## src/rtl/inert_pkg.sv

```systemverilog
// Shared types and command tables for the inertial sensor sequencer.
package inert_pkg;

    typedef enum logic [2:0] {
        WAIT_SETTLE,
        INIT_WR,
        INIT_WT,
        IDLE,
        RD_ISSUE,
        RD_WT,
        VALID
    } inert_state_t;

    typedef logic [15:0] inert_cmd_t;

    localparam inert_cmd_t INIT_CMD [4] = '{16'h0D02, 16'h1053, 16'h1150, 16'h1460};

    // Order matters: staging byte idx lands in {b1,b0} = pitch, {b3,b2} = AZ
    localparam inert_cmd_t RD_CMD [4]   = '{16'hA200, 16'hA300, 16'hAC00, 16'hAD00};

endpackage

```

## src/rtl/inert_sync2.sv

```systemverilog
// Two-flop synchronizer for an asynchronous level input; 2 cycles of latency.
module inert_sync2 (
    input  logic clk,
    input  logic rst,
    input  logic i_d,
    output logic o_q
);

    logic r_meta;
    logic r_sync;

    always_ff @(posedge clk) begin
        if (rst) begin
            r_meta <= 1'b0;
            r_sync <= 1'b0;
        end else begin
            r_meta <= i_d;
            r_sync <= r_meta;
        end
    end

    assign o_q = r_sync;

endmodule

```

## src/rtl/inertial_sequencer.sv

```systemverilog
// Settles, configures the inertial sensor over SPI, then reads pitch rate / AZ on each data-ready.
// Optional transaction watchdog with sticky err is enabled by defining INERT_WDOG_EN.
module inertial_sequencer #(
    parameter int INIT_WAIT_W = 16,
    parameter int WDOG_W      = 10
) (
    input  logic        clk,
    input  logic        rst,
    input  logic        INT,
    input  logic        done,
    input  logic [15:0] rd_data,
    output logic        wrt,
    output logic [15:0] cmd,
    output logic        vld,
    output logic [15:0] ptch_rt,
    output logic [15:0] AZ,
    output logic        init_done,
    output logic        err
);
    import inert_pkg::*;

    localparam logic [INIT_WAIT_W-1:0] TMR_ONE = 1;

    inert_state_t           r_state;
    inert_state_t           w_state_nxt;
    logic [INIT_WAIT_W-1:0] r_timer;
    logic [INIT_WAIT_W-1:0] w_timer_nxt;
    logic [1:0]             r_idx;
    logic [1:0]             w_idx_nxt;
    logic                   r_wrt;
    logic                   w_wrt_nxt;
    inert_cmd_t             r_cmd;
    inert_cmd_t             w_cmd_nxt;
    logic                   r_vld;
    logic                   w_vld_nxt;
    logic [15:0]            r_ptch;
    logic [15:0]            w_ptch_nxt;
    logic [15:0]            r_az;
    logic [15:0]            w_az_nxt;
    logic                   r_init_done;
    logic                   w_init_done_nxt;
    logic [3:0][7:0]        r_stg;
    logic [3:0][7:0]        w_stg_nxt;
    logic                   w_int_sync;
    logic                   w_timeout;
    logic                   w_unused_rd;

    assign w_unused_rd = &{1'b0, rd_data[15:8]};

    inert_sync2 u_int_sync (
        .clk (clk),
        .rst (rst),
        .i_d (INT),
        .o_q (w_int_sync)
    );

    always_ff @(posedge clk) begin
        if (rst) begin
            r_state     <= WAIT_SETTLE;
            r_timer     <= '0;
            r_idx       <= '0;
            r_wrt       <= 1'b0;
            r_cmd       <= '0;
            r_vld       <= 1'b0;
            r_ptch      <= '0;
            r_az        <= '0;
            r_init_done <= 1'b0;
            r_stg       <= '0;
        end else begin
            r_state     <= w_state_nxt;
            r_timer     <= w_timer_nxt;
            r_idx       <= w_idx_nxt;
            r_wrt       <= w_wrt_nxt;
            r_cmd       <= w_cmd_nxt;
            r_vld       <= w_vld_nxt;
            r_ptch      <= w_ptch_nxt;
            r_az        <= w_az_nxt;
            r_init_done <= w_init_done_nxt;
            r_stg       <= w_stg_nxt;
        end
    end

    always_comb begin
        w_state_nxt     = r_state;
        w_timer_nxt     = r_timer;
        w_idx_nxt       = r_idx;
        w_wrt_nxt       = 1'b0;
        w_cmd_nxt       = r_cmd;
        w_vld_nxt       = 1'b0;
        w_ptch_nxt      = r_ptch;
        w_az_nxt        = r_az;
        w_init_done_nxt = r_init_done;
        w_stg_nxt       = r_stg;
        case (r_state)
            WAIT_SETTLE: begin
                if (&r_timer) begin
                    w_state_nxt = INIT_WR;
                    w_idx_nxt   = 2'd0;
                end else begin
                    w_timer_nxt = r_timer + TMR_ONE;
                end
            end
            INIT_WR: begin
                w_wrt_nxt   = 1'b1;
                w_cmd_nxt   = INIT_CMD[r_idx];
                w_state_nxt = INIT_WT;
            end
            INIT_WT: begin
                if (done) begin
                    if (r_idx == 2'd3) begin
                        w_state_nxt     = IDLE;
                        w_init_done_nxt = 1'b1;
                    end else begin
                        w_idx_nxt   = r_idx + 2'd1;
                        w_state_nxt = INIT_WR;
                    end
                end else if (w_timeout) begin
                    // Retry the same configuration write
                    w_state_nxt = INIT_WR;
                end
            end
            IDLE: begin
                if (w_int_sync && r_init_done) begin
                    w_state_nxt = RD_ISSUE;
                    w_idx_nxt   = 2'd0;
                end
            end
            RD_ISSUE: begin
                w_wrt_nxt   = 1'b1;
                w_cmd_nxt   = RD_CMD[r_idx];
                w_state_nxt = RD_WT;
            end
            RD_WT: begin
                if (done) begin
                    w_stg_nxt[r_idx] = rd_data[7:0];
                    if (r_idx == 2'd3) begin
                        w_state_nxt = VALID;
                    end else begin
                        w_idx_nxt   = r_idx + 2'd1;
                        w_state_nxt = RD_ISSUE;
                    end
                end else if (w_timeout) begin
                    w_state_nxt = IDLE;
                end
            end
            VALID: begin
                w_ptch_nxt  = {r_stg[1], r_stg[0]};
                w_az_nxt    = {r_stg[3], r_stg[2]};
                w_vld_nxt   = 1'b1;
                w_state_nxt = IDLE;
            end
            default: w_state_nxt = WAIT_SETTLE;
        endcase
    end

`ifdef INERT_WDOG_EN
    localparam logic [WDOG_W-1:0] WDOG_ONE = 1;

    logic [WDOG_W-1:0] r_wdog;
    logic              r_err;
    logic              w_in_wait;

    assign w_in_wait = (r_state == INIT_WT) || (r_state == RD_WT);
    assign w_timeout = w_in_wait && !done && (&r_wdog);

    always_ff @(posedge clk) begin
        if (rst) begin
            r_wdog <= '0;
            r_err  <= 1'b0;
        end else begin
            if (w_wrt_nxt) begin
                r_wdog <= '0;
            end else if (w_in_wait && !(&r_wdog)) begin
                r_wdog <= r_wdog + WDOG_ONE;
            end
            if (w_timeout) begin
                r_err <= 1'b1;
            end
        end
    end

    assign err = r_err;
`else
    logic [WDOG_W-1:0] w_unused_wdog;

    assign w_unused_wdog = '0;
    assign w_timeout     = 1'b0;
    assign err           = 1'b0;
`endif

    assign wrt       = r_wrt;
    assign cmd       = r_cmd;
    assign vld       = r_vld;
    assign ptch_rt   = r_ptch;
    assign AZ        = r_az;
    assign init_done = r_init_done;

endmodule

```

## config.mk

```make
export PLATFORM = sky130hd
export DESIGN_NAME = inertial_sequencer
export DESIGN_NICKNAME = d
export VERILOG_FILES = /design/src/rtl/inert_pkg.sv /design/src/rtl/inert_sync2.sv /design/src/rtl/inertial_sequencer.sv
export SDC_FILE = /design/constraint.sdc
export NUM_CORES = 1
export LEC_CHECK = 0
export ABC_AREA = 1
export ABC_CLOCK_PERIOD_IN_PS = 2100
export BUFFER_PORTS_ARGS = -buffer_cell sky130_fd_sc_hd__buf_2
export CELL_PAD_IN_SITES_DETAIL_PLACEMENT = 1
export CELL_PAD_IN_SITES_GLOBAL_PLACEMENT = 1
export CORE_ASPECT_RATIO = 1.5
export CORE_MARGIN = 1.5
export CORE_UTILIZATION = 40
export DETAILED_ROUTE_END_ITERATION = 10
export MAX_ROUTING_LAYER = met4
export PLACE_DENSITY = 0.8
export SYNTH_ARGS = -nofsm -noshare
export SYNTH_HDL_FRONTEND = slang
export SYNTH_SLANG_ARGS = --single-unit
```

## constraint.sdc

```tcl
create_clock -name clk -period 2.1 [get_ports clk]
set_input_delay 0 -clock clk [delete_from_list [all_inputs] [get_ports clk]]
set_output_delay 0 -clock clk [all_outputs]
set_load 0.01 [all_outputs]
```

==> metrics <==
run status=completed; largest net degree at the start of global routing=72; post-DP HPWL=about 7.4 mm; area grow syn2layout=17.3%; DRC violation total after the first TritonRoute iteration=112; Pint=2.77 mW; drt via density=4.87; Clk Latency, worst-skew pair=0.34 ns; Worst Path Required=2.38 ns; Bufs on Longest Clock Path=2; Final setup violation count=0; worst slew pin tran=between 0.5 and 0.6 ns; crit share post-route=83.9%; Final GP Congestion=0.782; vias in the first global route=3744; first drt pass iteration count=4; Resized cells post-CTS=0; ys async rst share=0%; Starting Density=41.2%; Total Wirelength=10.5 mm; clock power share=between 40% and 50%; Max Fclk=approximately 570 MHz; share of cells above drive strength 1=16.0%; Clock Pin Slew Worst Setup and Hold Paths=approximately 0.070 ns; DIE WIDTH=roughly 87 um; Fill cells=1316; Peak supply drop=between 0.4 and 0.5 mV; RSZ-0062 raised after global routing=false; drt wl/cell=13.6 um; site row count=45; number of synthesized register bits=100; first-pass GRT wire length=17.3 mm; dpl cells=751; Most used DFF post-synth=dfxtp_1; final-report hold violation count=0; ANT cells=0; HP Start=rd_data[0]; Post-Synthesis Cells=approximately 570; Final nets=655; gr usage total=between 20 and 25%; FF-to-FF Start=r_timer[0]$_SDFFE_PP0P_; post-synth cell types=26; Critical Path AT=2.04 ns; total congestion overflow=0; register area share after synthesis=47.7%; Mapped Area=4200 um2; Setup Buffers After CTS=0; Avg Synthesized Cell Area=7.38 um2; kind of critical path=reg2reg; top cell types by occurrence after synthesis=100 x dfxtp_1, 99 x nor2_1, 91 x nand2_1; sw frac=21.8%; Hold Path End=r_stg[24]$_SDFFE_PP0P_; Setup crit end kind=register; most frequent cell after synthesis=dfxtp_1; Logic pwr share=3.2%; Slew HR=60.3%; sequential cell fraction of total power=54.0%; IO Port Bufs=58; top-area cell type share of the netlist area=47.7%; Yosys warnings=0; setup TNS=0 ns; die footprint=approximately 11000 um2; R2R Setup Slk=0.34 ns; Tmin final=1.76 ns; Synth area leader=dfxtp_1; core footprint=around 10000 um2; synth top area cells=dfxtp_1 48%, nor2_1 8.9%, o21ai_0 8.7%, nand2_1 8.1%, a21oi_1 6.8%; MaxCap Viol Count=0; crit-path max FO=11; EDFF count, synth=0; root buf cell=clkbuf_16; H-tree levels=3; Die Y=between 100 and 150 um; DR DRC count=0; Post-DRT Antenna Nets=0; initial antenna violation count=0; detailed-route via count=3773; Net Switching=0.771 mW; Layout Cells excl Fill=774; CTS Buf Count=9; Leakage=2.02 nW; startpoint types=register; RR Endpoint=r_timer[0]$_SDFFE_PP0P_; power per cell area=719 nW/um2; clock sinks=100; # IOs=72; CTS tree=done; Pins Over Slew Limit=0; HP Class=in2reg; Max Clock Skew=0.00354 ns; Hold Path Depth=3; worst r2r path cells=8
metal layers:
layer / routed length [um] / track usage (%) / up-vias / share of wire, %
met4: 153 / 6.07 / 0 / 1.5
li1: - / - / 1917 / -
met1: 4170 / 20.4 / 1801 / 40
met3: 221 / 3.08 / 10 / 2.1
met5: 0 / - / - / 0
met2: 5970 / 39.8 / 45 / 57
power groups by stage:
stage	sequential, mW	clock (mW)	combinational [mW]
after global routing	1.91	1.65	0.129
final	1.91	1.52	0.113
after detailed placement	1.95	0	0.101
after floorplan	1.95	0	0.0675
after CTS	1.91	1.56	0.114
after global placement	1.95	0	0.0984
area by class of cell:
| class | count | area (um2) | area share, % |
|---|---|---|---|
| Sequential cell | 100 | 2000 | 40.7 |
| Multi-Input combinational cell | 382 | 1820 | 36.9 |
| Timing Repair Buffer | 73 | 423 | 8.59 |
| Clock buffer | 11 | 243 | 4.93 |
| Inverter | 63 | 236 | 4.80 |
| Tap cell | 141 | 176 | 3.58 |
| Clock inverter | 4 | 26.3 | 0.534 |
state kept, by name (all words and copies together) (netlist names), 2 cells and up:
register  cells
AZ           16
r_stg        32
cmd          10
r_state       3
r_idx         2
r_timer      16
ptch_rt      16
worst max-delay path: stages, from the launching register on:
cell	delay (ns)
dfxtp_1	0.43
ha_1	0.20
inv_1	0.07
nor2_4	0.18
nand2_4	0.09
o21bai_4	0.29
buf_4	0.22
o21ai_0	0.09
nor2_1	0.12
cells by family (layout without fill, tap and decap cells):
group | count (synthesis) | after routing | synth area share (%)
AOI/OAI and AO/OA | 134 | 134 | 16.6
DFF | 100 | 100 | 47.7
other | 1 | 5 | 0.0894
adders and majority gates | 6 | 6 | 1.79
and+or+nand+nor | 230 | 230 | 22.9
buffers and inverters | 91 | 151 | 9.48
xor gates and xnor gates | 7 | 7 | 1.46
how the worst max path moves through the flow:
stage                                    endpoint  slack, ns                    start
after floorplan           r_state[0]$_SDFFE_PP0P_       0.58  r_timer[0]$_SDFFE_PP0P_
after global placement    r_timer[1]$_SDFFE_PP0P_       0.41  r_timer[0]$_SDFFE_PP0P_
after detailed placement  r_timer[1]$_SDFFE_PP0P_       0.33  r_timer[0]$_SDFFE_PP0P_
after CTS                 r_timer[1]$_SDFFE_PP0P_       0.30  r_timer[0]$_SDFFE_PP0P_
after global routing      r_timer[1]$_SDFFE_PP0P_       0.17  r_timer[0]$_SDFFE_PP0P_
final                     r_timer[0]$_SDFFE_PP0P_       0.34  r_timer[0]$_SDFFE_PP0P_
layout by cell type (no fill, tap or decap), drive strengths merged:
cell type and n:
conb 5, buf 65, or2 1, clkinvlp 1, xor2 4, dlygate4sd3 8, dfxtp 100, xnor2 3
a21oi 60, clkinv 3, ha 6, nand3 22, nand2 94, inv 63, o21ai 73, o21bai 1
clkbuf 11, nor2 107, nand4 6
stage by stage:
stage          utilization [%]  power, mW  setup slack, ns  hold slack (ns)  cell area, um2
3_5_place_dp              44.9       2.05            0.326            0.221            4570
2_1_floorplan                -       2.02            0.578            0.107            4210
4_1_cts                   48.3       3.58            0.302           0.0203            4920
3_3_place_gp              44.9       2.05            0.407            0.216            4570
6_report                  48.3       3.54            0.338           0.0318            4920
5_1_grt                   48.3       3.68            0.173           0.0367            4920
repair_timing:
| item | CTS | global route |
|---|---|---|
| hold buffers | 8 | 0 |
| endpoints found under the hold margin | 11 | 0 |
| setup endpoints to repair | 0 | 0 |
(Power assumes the default switching activity.)
